## src/rtl/baccarat_pkg.sv

```systemverilog
// Shared definitions for the baccarat match controller.
//   state_t           - controller states, one per card slot or decision point
//   NATURAL_MIN       - two-card score that ends the deal immediately
//   PLAYER_STAND_MIN  - scores above this stand; at or below this they draw
//   BANKER_DRAW_TABLE - per dealer score 0..7, bit v set when the dealer draws
//                       against a player third card of value v
package baccarat_pkg;

  typedef enum logic [3:0] {
    S_PC1,
    S_DC1,
    S_PC2,
    S_DC2,
    S_EVAL,
    S_PC3,
    S_BDEC,
    S_DC3,
    S_RESULT,
    S_DONE,
    S_CLEAR
  } state_t;

  localparam logic [3:0] NATURAL_MIN      = 4'd8;
  localparam logic [3:0] PLAYER_STAND_MIN = 4'd5;

  // Element [d] is indexed by the player third card value (bits 0..9).
  localparam logic [7:0][9:0] BANKER_DRAW_TABLE = {
    10'h000,  // d = 7: always stand
    10'h0C0,  // d = 6: v in 6..7
    10'h0F0,  // d = 5: v in 4..7
    10'h0FC,  // d = 4: v in 2..7
    10'h2FF,  // d = 3: any v except 8
    10'h3FF,  // d = 2: always draw
    10'h3FF,  // d = 1
    10'h3FF   // d = 0
  };

endpackage

```

## src/rtl/banker_draw_rule.sv

```systemverilog
// Dealer third-card decision, used once the player has taken a third card.
//   dscore - dealer two-card score 0..9
//   pcard3 - value of the player third card 0..9
//   draw   - 1 when the dealer must take a third card
module banker_draw_rule
  import baccarat_pkg::*;
(
  input  logic [3:0] dscore,
  input  logic [3:0] pcard3,
  output logic       draw
);

  always_comb begin
    draw = 1'b0;
    if (dscore <= 4'd7 && pcard3 <= 4'd9) begin
      draw = BANKER_DRAW_TABLE[dscore[2:0]][pcard3];
    end
    // Low dealer scores draw regardless of the card value.
    if (dscore <= 4'd2) begin
      draw = 1'b1;
    end
  end

endmodule

```

## src/rtl/baccarat_match_ctrl.sv

```systemverilog
// Round sequencer and match bookkeeping for a baccarat table.
//   slow_clock, resetb      - clock and asynchronous active-low reset
//   step                    - advance enable; all state holds while low
//   new_round               - manual request for the next round (AUTO_NEXT = 0)
//   pscore, dscore, pcard3  - hand scores and player third card from the datapath
//   load_pcard, load_dcard  - one-hot card slot load strobes (bit0 = card 1)
//   clear_hands             - datapath hand clear between rounds
//   player/dealer_win_light - last round result, both lit on a tie
//   player_wins, dealer_wins, ties - saturating round-result counters
//   match_over              - a win counter reached TARGET_WINS; holds until reset
module baccarat_match_ctrl
  import baccarat_pkg::*;
#(
  parameter int unsigned TALLY_W     = 4,
  parameter int unsigned TARGET_WINS = 3,
  parameter int unsigned AUTO_NEXT   = 0,
  parameter int unsigned HOLD_STEPS  = 3
) (
  input  logic               slow_clock,
  input  logic               resetb,
  input  logic               step,
  input  logic               new_round,
  input  logic [3:0]         pscore,
  input  logic [3:0]         dscore,
  input  logic [3:0]         pcard3,
  output logic [2:0]         load_pcard,
  output logic [2:0]         load_dcard,
  output logic               clear_hands,
  output logic               player_win_light,
  output logic               dealer_win_light,
  output logic [TALLY_W-1:0] player_wins,
  output logic [TALLY_W-1:0] dealer_wins,
  output logic [TALLY_W-1:0] ties,
  output logic               match_over
);

  localparam int unsigned HoldW = (HOLD_STEPS > 1) ? $clog2(HOLD_STEPS) : 1;
  localparam logic [HoldW-1:0]   HoldLast = HoldW'(HOLD_STEPS - 1);
  localparam logic [TALLY_W-1:0] TallyMax = '1;
  localparam logic [TALLY_W-1:0] Target   = TALLY_W'(TARGET_WINS);
  localparam logic [TALLY_W-1:0] TallyOne = TALLY_W'(1);

  state_t             state_q, state_d;
  logic               pl_q, pl_d, dl_q, dl_d;
  logic [TALLY_W-1:0] pw_q, pw_d, dw_q, dw_d, ti_q, ti_d;
  logic               mo_q, mo_d;
  logic [HoldW-1:0]   hold_q, hold_d;
  logic               bank_draw;

  banker_draw_rule u_banker_draw_rule (
    .dscore (dscore),
    .pcard3 (pcard3),
    .draw   (bank_draw)
  );

  always_comb begin
    state_d     = state_q;
    pl_d        = pl_q;
    dl_d        = dl_q;
    pw_d        = pw_q;
    dw_d        = dw_q;
    ti_d        = ti_q;
    mo_d        = mo_q;
    hold_d      = hold_q;
    load_pcard  = 3'b000;
    load_dcard  = 3'b000;
    clear_hands = 1'b0;

    unique case (state_q)
      S_PC1:   load_pcard = 3'b001;
      S_DC1:   load_dcard = 3'b001;
      S_PC2:   load_pcard = 3'b010;
      S_DC2:   load_dcard = 3'b010;
      S_PC3:   load_pcard = 3'b100;
      S_DC3:   load_dcard = 3'b100;
      S_CLEAR: clear_hands = 1'b1;
      default: ;
    endcase

    if (step) begin
      unique case (state_q)
        S_PC1: state_d = S_DC1;
        S_DC1: state_d = S_PC2;
        S_PC2: state_d = S_DC2;
        S_DC2: state_d = S_EVAL;
        S_EVAL: begin
          if (pscore >= NATURAL_MIN || dscore >= NATURAL_MIN) begin
            state_d = S_RESULT;
          end else if (pscore <= PLAYER_STAND_MIN) begin
            state_d = S_PC3;
          end else if (dscore <= PLAYER_STAND_MIN) begin
            state_d = S_DC3;
          end else begin
            state_d = S_RESULT;
          end
        end
        S_PC3:  state_d = S_BDEC;
        S_BDEC: state_d = bank_draw ? S_DC3 : S_RESULT;
        S_DC3:  state_d = S_RESULT;
        S_RESULT: begin
          if (pscore > dscore) begin
            pl_d = 1'b1;
            dl_d = 1'b0;
            if (pw_q != TallyMax) pw_d = pw_q + TallyOne;
          end else if (dscore > pscore) begin
            pl_d = 1'b0;
            dl_d = 1'b1;
            if (dw_q != TallyMax) dw_d = dw_q + TallyOne;
          end else begin
            pl_d = 1'b1;
            dl_d = 1'b1;
            if (ti_q != TallyMax) ti_d = ti_q + TallyOne;
          end
          // Ties cannot end the match; only the win counters are compared.
          mo_d    = mo_q | (pw_d == Target) | (dw_d == Target);
          state_d = S_DONE;
        end
        S_DONE: begin
          // A finished match parks here until reset.
          if (!mo_q) begin
            if (AUTO_NEXT != 0) begin
              if (hold_q == HoldLast) begin
                hold_d  = '0;
                state_d = S_CLEAR;
              end else begin
                hold_d = hold_q + 1'b1;
              end
            end else if (new_round) begin
              state_d = S_CLEAR;
            end
          end
        end
        S_CLEAR: begin
          pl_d    = 1'b0;
          dl_d    = 1'b0;
          state_d = S_PC1;
        end
        default: state_d = S_PC1;
      endcase
    end
  end

  always_ff @(posedge slow_clock or negedge resetb) begin
    if (!resetb) begin
      state_q <= S_PC1;
      pl_q    <= 1'b0;
      dl_q    <= 1'b0;
      pw_q    <= '0;
      dw_q    <= '0;
      ti_q    <= '0;
      mo_q    <= 1'b0;
      hold_q  <= '0;
    end else begin
      state_q <= state_d;
      pl_q    <= pl_d;
      dl_q    <= dl_d;
      pw_q    <= pw_d;
      dw_q    <= dw_d;
      ti_q    <= ti_d;
      mo_q    <= mo_d;
      hold_q  <= hold_d;
    end
  end

  assign player_win_light = pl_q;
  assign dealer_win_light = dl_q;
  assign player_wins      = pw_q;
  assign dealer_wins      = dw_q;
  assign ties             = ti_q;
  assign match_over       = mo_q;

endmodule

```

## config.mk

```make
export PLATFORM = sky130hd
export DESIGN_NAME = baccarat_match_ctrl
export DESIGN_NICKNAME = d
export VERILOG_FILES = /design/src/rtl/baccarat_pkg.sv /design/src/rtl/banker_draw_rule.sv /design/src/rtl/baccarat_match_ctrl.sv
export SDC_FILE = /design/constraint.sdc
export NUM_CORES = 1
export LEC_CHECK = 0
export CORE_ASPECT_RATIO = 1.25
export CORE_MARGIN = 8
export CORE_UTILIZATION = 51
export CTS_CLUSTER_DIAMETER = 40
export DETAILED_ROUTE_END_ITERATION = 8
export PLACE_DENSITY = 0.89
export SYNTH_ARGS = -nofsm -noshare
export SYNTH_HDL_FRONTEND = slang
export SYNTH_SLANG_ARGS = --single-unit
```

## constraint.sdc

```tcl
create_clock -name slow_clock -period 6.2 [get_ports slow_clock]
set_clock_uncertainty 0.1 [all_clocks]
set_input_delay 0.93 -clock slow_clock [delete_from_list [all_inputs] [get_ports slow_clock]]
set_output_delay 0.93 -clock slow_clock [all_outputs]
set_load 0.01 [all_outputs]
```

==> results by group, run 1 <==
Global routing
  • Remaining global-route overflow: 0
  • Initial antenna violation count: 0
  • GRT Total Usage: 0.1573
  • Global-route wire length before repair: 5.437 mm
  • Largest net degree at the start of global routing: 20
  • Vias in the first global route: 1266

Routing
  • Drt drc: 0
  • Routed WL per cell: 15.51 um
  • Vias: 1270
  • DR pass1 iterations: 5
  • Routed vias/inst: 5.853
  • Total wire length: 3.365 mm
  • Routed Antenna Nets: 0
  • DRC violation total after the first TritonRoute iteration: 39

Critical path
  • CP Cell Sequence: clkdlybuf4s50_1 > inv_1 > ha_1 > o21ai_0 > a21oi_1 > nor2_1 > a21oi_1 > a41o_1 > a311o_1
  • Crit-path max FO: 5
  • Required @ worst endpoint: 6.29 ns
  • WP data arrival: 3.17 ns
  • CP most frequent cell: a21oi_1
  • CP startpoint kind: input pin
  • Crit path max-delay family: compound AO/OA/AOI/OAI gates
  • Flop-to-flop setup slack: 3.83 ns
  • Buf/Inv on CP: 2
  • Worst reg2reg path depth: 6
  • Worst Setup Path Type: input pin to flop
  • Reg-to-Reg Start: state_q[3]
  • Reg-to-reg endpoint: player_wins[1]
  • Slowest cell on the critical path: clkdlybuf4s50_1
  • Crit path from: pscore[2]
  • Kind of end point of the critical path: flop
  • Max stage delay on crit path: 0.48 ns

Worst hold path
  • Hold Crit Depth: 1
  • Type of the most critical hold path: flop to flop
  • Hold endpoint: ties[3]
  • Hold Path Origin: ties[3]

STA
  • Final period utilization: 0.4964
  • Worst hold margin: 0.3995 ns
  • Unrepaired setup endpoints after global routing: false
  • Max-slew violations: 0
  • Setup TNS: 0 ns
  • Final critical-path required period: 3.078 ns
  • Worst rel slew slack: 0.4573
  • Final hold vios: 0
  • Final setup fails: 0
  • Slew @ Worst Pin: 0.8115 ns
  • Max Freq: 324.9 MHz
  • PnR worst setup slack: 3.122 ns

Status
  • Status: complete, no violations

Clock network
  • Insertion delay to the later sink of the worst-skew pair: 0.30 ns
  • CTS tree: built
  • CTS Buf Count: 3
  • Reg clk slew, reported paths: 0.11 ns
  • Post-CTS setup buffers: 0
  • CTS resizes: 0
  • CTS root buffer: clkbuf_4
  • Clock Path Buffers: 2
  • H-tree depth: 1
  • # hold bufs at CTS: 0
  • Num Clock Sinks: 19

Yosys
  • Post-synth top flop: dfrtp_1
  • Post-Synthesis Cells: 148
  • Distinct cells, synth: 44
  • Number of synthesized flops with an enable pin: 0
  • Post-synthesis sequential area ratio: 0.3626
  • Syn Nets: 171
  • YS warnings: 0
  • Mean Syn Cell Area: 8.860 um^2
  • Post-Syn Area: 1311 um^2
  • Fraction of registers with async set/reset: 1.000
  • #FFs+latches synth: 19

Placement
  • # port buffers: 37
  • GP Congestion: 0.8459
  • Cells after DPL: 213
  • DP Wirelength: 2.743 mm
  • Area after DPL: 1688 um^2
  • Pre-CTS setup slack: 2.829 ns

Die
  • Chip Width: 61.35 um
  • Core Box Area: 2427 um^2
  • Num rows: 20
  • IO Pins: 38
  • Total die area: 4460 um^2
  • Initial Utilization: 0.5402
  • Die H: 72.69 um

Power
  • Cell Pwr Density: 355.8 nW/um^2
  • P_leak: 0.7571 nW
  • Maximum vdd drop: 280.0 uV

Finish
  • Area growth from synthesis to layout: 30.82%
  • ANT cells: 0
  • Final nets: 208
  • Share of layout cells above drive strength 1: 0.08696
  • Filler instances: 193
  • Multi-input gate area: 767.0 um^2
  • Finished Layout Cells: 217
  • Register area: 475.5 um^2
  • Design area: 1715 um^2

Flow run
  • Max-cap violations: 0
==> report_power, final <==
| group | total [mW] | internal, mW | switching, mW | leakage [nW] |
|---|---|---|---|---|
| sequential | 0.242 | 0.167 | 0.0748 | 0.244 |
| combinational | 0.305 | 0.164 | 0.141 | 0.496 |
| clock | 0.0634 | 0.0241 | 0.0394 | 0.0177 |
==> area by class of cell <==
class	instances	area share
tap	33	0.02407
clock buffer	3	0.01313
timing repair buffer	37	0.2159
inverter	9	0.01969
multi-input combinational	115	0.4471
clock inverter	1	0.002918
sequential	19	0.2772
==> logic make-up (layout without fill, tap and decap cells) <==
kind of cell | Yosys count | after routing | share of synthesized area
muxes | 7 | 7 | 0.05820
and+or+nand+nor | 61 | 61 | 0.2557
DFF | 19 | 19 | 0.3626
buffers and inverters | 14 | 50 | 0.05248
AOI/OAI and AO/OA | 34 | 34 | 0.1632
adders and majority gates | 8 | 8 | 0.07442
xor gates and xnor gates | 5 | 5 | 0.03340
==> through the flow <==
stage | util | total power [mW]
after floorplan | - | 0.4095
after global placement | 0.6954 | 0.5304
after detailed placement | 0.6954 | 0.5498
after CTS | 0.7067 | 0.6138
after global routing | 0.7067 | 0.6533
final | 0.7067 | 0.6104
==> sequential cells by signal, indices dropped and copies added, names as in the netlist <==
name,flops
dealer_wins,4
player_wins,4
state_q,4
ties,4
dealer_win_light,1
match_over,1
player_win_light,1
==> worst max-delay path by stage <==
stage                  to  slack, ns  depth (start not counted)
6_report       match_over       3.12                          9
5_1_grt        match_over       2.97                          9
4_1_cts        match_over       3.15                          9
3_5_place_dp   match_over       2.83                          9
3_3_place_gp   match_over       2.91                          9
2_1_floorplan  match_over       3.52                          8
==> cells in the final DEF (no fill, tap or decap), drive strengths merged, types with 2 or more instances in the layout <==
master / count
a21oi: 9
clkdlybuf4s50: 37
xor2: 2
mux2i: 2
nand2: 18
and3: 3
nor2: 14
nand3: 2
nor3: 5
nand2b: 6
dfrtp: 19
xnor2: 3
inv: 9
mux2: 5
ha: 7
clkbuf: 3
o21ai: 12
nand4: 4
nor4: 3
==> synthesized netlist by cell type, types with 2 or more instances <==
| master | instances | area, um^2 |
|---|---|---|
| nand4_1 | 4 | 25.02 |
| dfrtp_1 | 19 | 475.5 |
| ha_1 | 7 | 87.58 |
| mux2_2 | 5 | 56.30 |
| buf_6 | 2 | 22.52 |
| inv_1 | 9 | 33.78 |
| xor2_1 | 2 | 17.52 |
| nor2_1 | 13 | 48.80 |
| and3_1 | 3 | 18.77 |
| a21oi_1 | 9 | 45.04 |
| nor3_1 | 4 | 20.02 |
| xnor2_1 | 3 | 26.28 |
| o21ai_0 | 12 | 60.06 |
| nand2_1 | 17 | 63.81 |
| nand3_1 | 2 | 10.01 |
| clkbuf_1 | 2 | 7.510 |
| nand2b_1 | 6 | 37.54 |
| nor4_1 | 2 | 12.51 |
| mux2i_1 | 2 | 20.02 |
==> metal layers <==
metal	track usage	wire, um	up-vias
met4	0.08122	89	0
li1	-	-	608
met1	0.1514	1285	596
met3	0.03527	204	11
met2	0.2925	1785	55
met5	0	0	-
No activity file was read; power rests on OpenSTA's default activity.
==> inputs of run 2 (changes only) <==
Settings changed: CORE_UTILIZATION 51 to 42, PLACE_DENSITY 0.89 to 0.79.
Clock period 6.2 ns to 2.7 ns, I/O delays scaled along.
==> run 2 against run 1 <==
Routed wire length rose by 0.71%. Clock power rose by 140%. Count of clock-buffer cells in the layout did not move. Critical path depth rose by 1. Global-route usage fell by 2.0 points. Combinational power rose by 130%. Die area rose by 16%. Sequential power rose by 130%. Utilization fell by 11 points. Worst hold slack improved by 0.014 ns. Via count fell by 2.0%.
==> results by group, run 2 (synthesis results as in run 1) <==
Die
  • Die H: 78.47 um (was 72.69 um)
  • Total die area: 5177 um^2 (was 4460 um^2)
  • Initial Utilization: 0.4411 (was 0.5402)
  • Num rows: 22 (was 20)
  • Core Box Area: 2973 um^2 (was 2427 um^2)
  • Chip Width: 65.98 um (was 61.35 um)
  • IO Pins: 38 (unchanged)

Flow run
  • Max-cap violations: 0 (unchanged)

Critical path
  • Required @ worst endpoint: 2.86 ns (was 6.29 ns)
  • Worst Setup Path Type: input pin to flop (unchanged)
  • Crit-path max FO: 4 (was 5)
  • WP data arrival: 2.56 ns (was 3.17 ns)
  • CP startpoint kind: input pin (unchanged)
  • Kind of end point of the critical path: flop (unchanged)

Clock network
  • CTS tree: built (unchanged)
  • CTS resizes: 0 (unchanged)
  • Clock Path Buffers: 2 (unchanged)
  • # hold bufs at CTS: 0 (unchanged)
  • CTS Buf Count: 3 (unchanged)
  • Insertion delay to the later sink of the worst-skew pair: 0.31 ns (was 0.30 ns)
  • Num Clock Sinks: 19 (unchanged)
  • H-tree depth: 1 (unchanged)
  • CTS root buffer: clkbuf_4 (unchanged)
  • Post-CTS setup buffers: 0 (unchanged)
  • Reg clk slew, reported paths: 0.11 ns (about the same)

Finish
  • Multi-input gate area: 767.0 um^2 (unchanged)
  • Filler instances: 281 (was 193)
  • Register area: 475.5 um^2 (unchanged)
  • Area growth from synthesis to layout: 35.11% (was 30.82%)
  • Commonest non-fill, non-tap cell in the layout: clkdlybuf4s50_1 (unchanged)
  • Design area: 1772 um^2 (was 1715 um^2)
  • Final nets: 215 (was 208)
  • Share of layout cells above drive strength 1: 0.1204 (was 0.08696)
  • Most frequent cells in the layout: clkdlybuf4s50_1, dfrtp_1, nand2_1 (unchanged)
  • Fin util: 0.5960 (was 0.7067)
  • ANT cells: 0 (unchanged)

STA
  • Max-slew violations: 0 (unchanged)
  • Max Freq: 416.0 MHz
  • Final hold vios: 0 (unchanged)
  • Final critical-path required period: 2.404 ns
  • Final period utilization: 0.8903
  • Worst hold margin: 0.4131 ns (was 0.3995 ns)
  • Worst rel slew slack: 0.4303 (was 0.4573)
  • Final setup fails: 0 (unchanged)
  • Slew @ Worst Pin: 0.8519 ns (was 0.8115 ns)
  • Unrepaired setup endpoints after global routing: false (unchanged)

Placement
  • DP Wirelength: 2.733 mm (was 2.743 mm)
  • Area after DPL: 1744 um^2 (was 1688 um^2)
  • GP Congestion: 0.8573 (was 0.8459)
  • # port buffers: 37 (unchanged)

Routing
  • Vias: 1245 (was 1270)
  • DR pass1 iterations: 4 (was 5)
  • Drt drc: 0 (unchanged)
  • Routed vias/inst: 5.485 (was 5.853)
  • Routed Antenna Nets: 0 (unchanged)
  • DRC violation total after the first TritonRoute iteration: 78 (was 39)
  • Total wire length: 3.389 mm (was 3.365 mm)
  • Routed WL per cell: 14.93 um (was 15.51 um)

Global routing
  • Initial antenna violation count: 0 (unchanged)
  • Vias in the first global route: 1271 (was 1266)
  • Global-route wire length before repair: 5.747 mm (was 5.437 mm)
  • Remaining global-route overflow: 0 (unchanged)
  • GRT Total Usage: 0.1374 (was 0.1573)
  • Largest net degree at the start of global routing: 20 (unchanged)

Worst hold path
  • Type of the most critical hold path: flop to flop (unchanged)

Power
  • P_leak: 0.7896 nW (was 0.7571 nW)
  • Maximum vdd drop: 489.2 uV (was 280.0 uV)
  • Cell Pwr Density: 799.8 nW/um^2 (was 355.8 nW/um^2)

Status
  • Status: complete, no violations (unchanged)
## run 2: cell count changes in the layout (fill, tap and decap cells not counted), sizes merged
cell  before  now
buf        0    7
## run 2: path summary, 6_finish.rpt
| check | cells past startpoint | endpoint | slack (ns) | from |
|---|---|---|---|---|
| setup / recovery | 10 | match_over | 0.30 | pscore[2] |
| hold / removal | 1 | ties[3] | 0.41 | ties[3] |
| setup reg to reg | 6 | player_wins[1] | 0.40 | state_q[3] |
| hold reg to reg | 1 | ties[3] | 0.41 | ties[3] |
| max in group asynchronous | 1 | dealer_wins[2] | 1.51 | resetb |
| min in group asynchronous | 1 | state_q[3] | 0.47 | resetb |
## run 2: per-layer routing
metal | routed length, um | up-vias | GRT usage | share of wire
met1 | 1255 | 583 | 0.1412 | 0.37
met5 | 0 | - | 0 | 0
met3 | 286 | 5 | 0.04830 | 0.084
met4 | 42 | 0 | 0.03854 | 0.012
met2 | 1805 | 44 | 0.2522 | 0.53
li1 | - | 613 | - | -
## run 2: metrics by stage
stage | power (mW) | std cells | setup TNS (ns) | setup WS (ns)
after global placement | 1.236 | 223 | 0 | 0.1078
after detailed placement | 1.274 | 223 | -0.04584 | -0.04584
after floorplan | 0.9404 | 148 | 0 | 0.5411
after CTS | 1.425 | 227 | 0 | 0.2831
after global routing | 1.538 | 227 | 0 | 0.1672
final | 1.417 | 227 | 0 | 0.2963
## run 2: worst max-delay path, stage by stage
cell and delay [ns]:
clkdlybuf4s50_1 0.48, inv_1 0.06, ha_1 0.33, nor2_1 0.10
a21oi_1 0.04, o21ai_0 0.24, buf_4 0.20, nand3b_1 0.08
a2111oi_0 0.44, a311o_1 0.18
## run 2: power breakdown
part           leakage (nW)  internal (mW)  switching [mW]
logic                 0.528          0.392           0.321
registers             0.244          0.383           0.172
clock network        0.0177         0.0555          0.0934
## run 2: final cells by class
cell class                 count  share of cell area
timing repair buffer          44              0.2387
multi-input combinational    115              0.4329
inverter                       9             0.01907
clock buffer                   3             0.01271
clock inverter                 1            0.002825
sequential                    19              0.2684
tap                           36             0.02542
==> inputs of run 3 (changes only) <==
Settings changed: ABC_AREA set to 1, CORE_UTILIZATION 42 to 44, PLACE_DENSITY 0.79 to 0.8.
==> run 3 against run 2 <==
Fmax is 5.1% higher. Setup slack better by 0.12 ns. Final cell count is 32% higher. Via count is 23% higher. Die area is 3.3% higher. Highest routed layer unchanged. First-iteration DRC count is 60% lower. Non-clock buffer count is 6 lower. Combinational power is 32% higher. Clock power is 39% higher.
==> results by group, run 3 <==
Status
  • Status: complete, no violations (unchanged)

STA
  • Worst hold margin: 0.4176 ns (was 0.4131 ns)
  • Max-slew violations: 0 (unchanged)
  • Slew @ Worst Pin: 0.8460 ns (was 0.8519 ns)
  • Final period utilization: 0.8468 (was 0.8903)
  • Max Freq: 437.4 MHz (was 416.0 MHz)
  • Unrepaired setup endpoints after global routing: false (unchanged)
  • Setup TNS: 0 ns (unchanged)
  • Final setup fails: 0 (unchanged)
  • Final critical-path required period: 2.286 ns (was 2.404 ns)
  • PnR worst setup slack: 0.4137 ns (was 0.2963 ns)
  • Final hold vios: 0 (unchanged)
  • Worst rel slew slack: 0.4342 (was 0.4303)

Worst hold path
  • Hold Crit Depth: 2 (was 1)
  • Type of the most critical hold path: flop to flop (unchanged)
  • Hold endpoint: match_over (was ties[3])
  • Hold Path Origin: match_over (was ties[3])

Finish
  • Fin util: 0.5984 (was 0.5960)
  • ANT cells: 0 (unchanged)
  • Finished Layout Cells: 299 (was 227)
  • Most frequent cells in the layout: nand2_1, clkdlybuf4s50_1, inv_1 (was clkdlybuf4s50_1, dfrtp_1, nand2_1)
  • Commonest non-fill, non-tap cell in the layout: nand2_1 (was clkdlybuf4s50_1)
  • Final nets: 286 (was 215)
  • Design area: 1894 um^2 (was 1772 um^2)
  • Area growth from synthesis to layout: 32.23% (was 35.11%)
  • Share of layout cells above drive strength 1: 0.05344 (was 0.1204)
  • Filler instances: 317 (was 281)

Power
  • Cell Pwr Density: 889.0 nW/um^2 (was 799.8 nW/um^2)
  • Int Pwr: 919.4 uW (was 830.3 uW)
  • Maximum vdd drop: 681.6 uV (was 489.2 uV)
  • Switching share of power: 0.4541 (was 0.4141)
  • Sw power: 764.7 uW (was 586.8 uW)
  • Total power: 1.684 mW (was 1.417 mW)
  • Seq pwr share: 0.318 (was 0.392)
  • Gate power share: 0.559 (was 0.503)
  • Clock network power share: 0.123 (was 0.105)
  • P_leak: 0.9866 nW (was 0.7896 nW)

Clock network
  • CTS Buf Count: 3 (unchanged)
  • Reg clk slew, reported paths: 0.07 ns (was 0.11 ns)
  • CTS resizes: 0 (unchanged)
  • Clock Path Buffers: 2 (unchanged)
  • CTS tree: built (unchanged)
  • H-tree depth: 1 (unchanged)
  • # hold bufs at CTS: 0 (unchanged)
  • Insertion delay to the later sink of the worst-skew pair: 0.26 ns (was 0.31 ns)
  • Num Clock Sinks: 19 (unchanged)
  • CTS root buffer: clkbuf_8 (was clkbuf_4)
  • Post-CTS setup buffers: 0 (unchanged)

Global routing
  • Remaining global-route overflow: 0 (unchanged)
  • Global-route wire length before repair: 6.368 mm (was 5.747 mm)
  • Initial antenna violation count: 0 (unchanged)
  • Largest net degree at the start of global routing: 20 (unchanged)
  • Vias in the first global route: 1509 (was 1271)
  • GRT Total Usage: 0.1490 (was 0.1374)

Yosys
  • Post-synthesis sequential area ratio: 0.3319 (was 0.3626)
  • Synth cell count leaders: nand2_1, inv_1, nand3_1 (was dfrtp_1, nand2_1, nor2_1)
  • Syn Nets: 245 (was 171)
  • #FFs+latches synth: 19 (unchanged)
  • YS warnings: 0 (unchanged)
  • Post-synth top area share: 0.3319 (was 0.3626)
  • Synth top area cells: dfrtp_1, nand2_1, nand3_1 (was dfrtp_1, ha_1, nand2_1)
  • Distinct cells, synth: 23 (was 44)
  • Post-Synthesis Cells: 222 (was 148)
  • Number of synthesized flops with an enable pin: 0 (unchanged)
  • Mean Syn Cell Area: 6.453 um^2 (was 8.860 um^2)
  • Fraction of registers with async set/reset: 1.000 (unchanged)
  • Most common cell in the synthesized netlist: nand2_1 (was dfrtp_1)
  • Synth area leader: dfrtp_1 (unchanged)
  • Post-Syn Area: 1433 um^2 (was 1311 um^2)
  • Post-synth top flop: dfrtp_1 (unchanged)

Critical path
  • WP data arrival: 1.78 ns (was 2.56 ns)
  • CP startpoint kind: flop (was input pin)
  • Worst reg2reg path depth: 9 (was 6)
  • Max stage delay on crit path: 0.59 ns (was 0.48 ns)
  • Crit path from: state_q[2] (was pscore[2])
  • Crit-path max FO: 4 (unchanged)
  • Flop-to-flop setup slack: 1.01 ns (was 0.40 ns)
  • Reg-to-Reg Start: dealer_wins[0] (was state_q[3])
  • CP Cell Sequence: nor2_1 > inv_1 > nor3_1 > clkdlybuf4s50_1 (was clkdlybuf4s50_1 > inv_1 > ha_1 > nor2_1 > a21oi_1 > o21ai_0 > buf_4 > nand3b_1 > a2111oi_0 > a311o_1)
  • Kind of end point of the critical path: output pin (was flop)
  • Slowest cell on the critical path: clkdlybuf4s50_1 (unchanged)
  • Worst Setup Path Type: flop to output pin (was input pin to flop)
  • Reg-to-reg endpoint: match_over (was player_wins[1])
  • Required @ worst endpoint: 2.19 ns (was 2.86 ns)

Placement
  • Cells after DPL: 295 (was 223)
  • GP Congestion: 0.9282 (was 0.8573)
  • Pre-CTS setup slack: 0.1956 ns (was -0.04584 ns)
  • # port buffers: 37 (unchanged)
  • Area after DPL: 1848 um^2 (was 1744 um^2)
  • DP Wirelength: 2.939 mm (was 2.733 mm)

Die
  • IO Pins: 38 (unchanged)
  • Num rows: 23 (was 22)
  • Initial Utilization: 0.4526 (was 0.4411)
  • Die H: 79.80 um (was 78.47 um)
  • Chip Width: 67.04 um (was 65.98 um)
  • Total die area: 5349 um^2 (was 5177 um^2)
  • Core Box Area: 3166 um^2 (was 2973 um^2)

Routing
  • Vias: 1534 (was 1245)
  • Routed Antenna Nets: 0 (unchanged)
  • Routed WL per cell: 12.51 um (was 14.93 um)
  • DRC violation total after the first TritonRoute iteration: 31 (was 78)
  • Total wire length: 3.740 mm (was 3.389 mm)
  • Routed vias/inst: 5.130 (was 5.485)
  • DR pass1 iterations: 4 (unchanged)
  • Drt drc: 0 (unchanged)

Flow run
  • Max-cap violations: 0 (unchanged)
## run 3: power by group through the flow
stage	clock (mW)	sequential, mW	combinational, mW
floorplan	0	0.545	0.529
finish	0.207	0.536	0.942
CTS	0.212	0.534	0.948
global route	0.221	0.555	1.07
detailed placement	0	0.538	0.938
global placement	0	0.536	0.929
## run 3: worst max-delay path by stage
| stage | end | cells past startpoint |
|---|---|---|
| floorplan | ties[3] | 9 |
| global placement | ties[3] | 12 |
| detailed placement | ties[3] | 12 |
| CTS | load_dcard[1] | 4 |
| global route | load_dcard[1] | 4 |
| finish | load_dcard[1] | 4 |
## run 3: cell families after synthesis
group | synth area share
fa+ha+maj | 0.06113
flops | 0.3319
xor+xnor | 0.01834
compound gates | 0.07861
buf+inv | 0.1057
simple gates | 0.4044
## run 3: metal layers
layer	part of all wire	global-route usage
met3	0.076	0.04073
met5	0	0
met4	0.032	0.08595
met2	0.47	0.2454
met1	0.42	0.1664
## run 3: area by class of cell
type                    count  area (um^2)  area share
clock inverters             1        5.005    0.002642
flip-flops and latches     19        475.5      0.2510
repair buffers             38        377.9      0.1995
inverters                  38        142.6     0.07530
multi-input cells         163        805.8      0.4254
clock buffers               3        41.29     0.02180
well taps                  37        46.29     0.02444
## run 3: critical path, delay by kind of cell, from the launching register on
family / cells / cell delay [ns]
simple gates: 2 / 0.40
buf+inv: 2 / 0.68
flops: 1 / 0.43
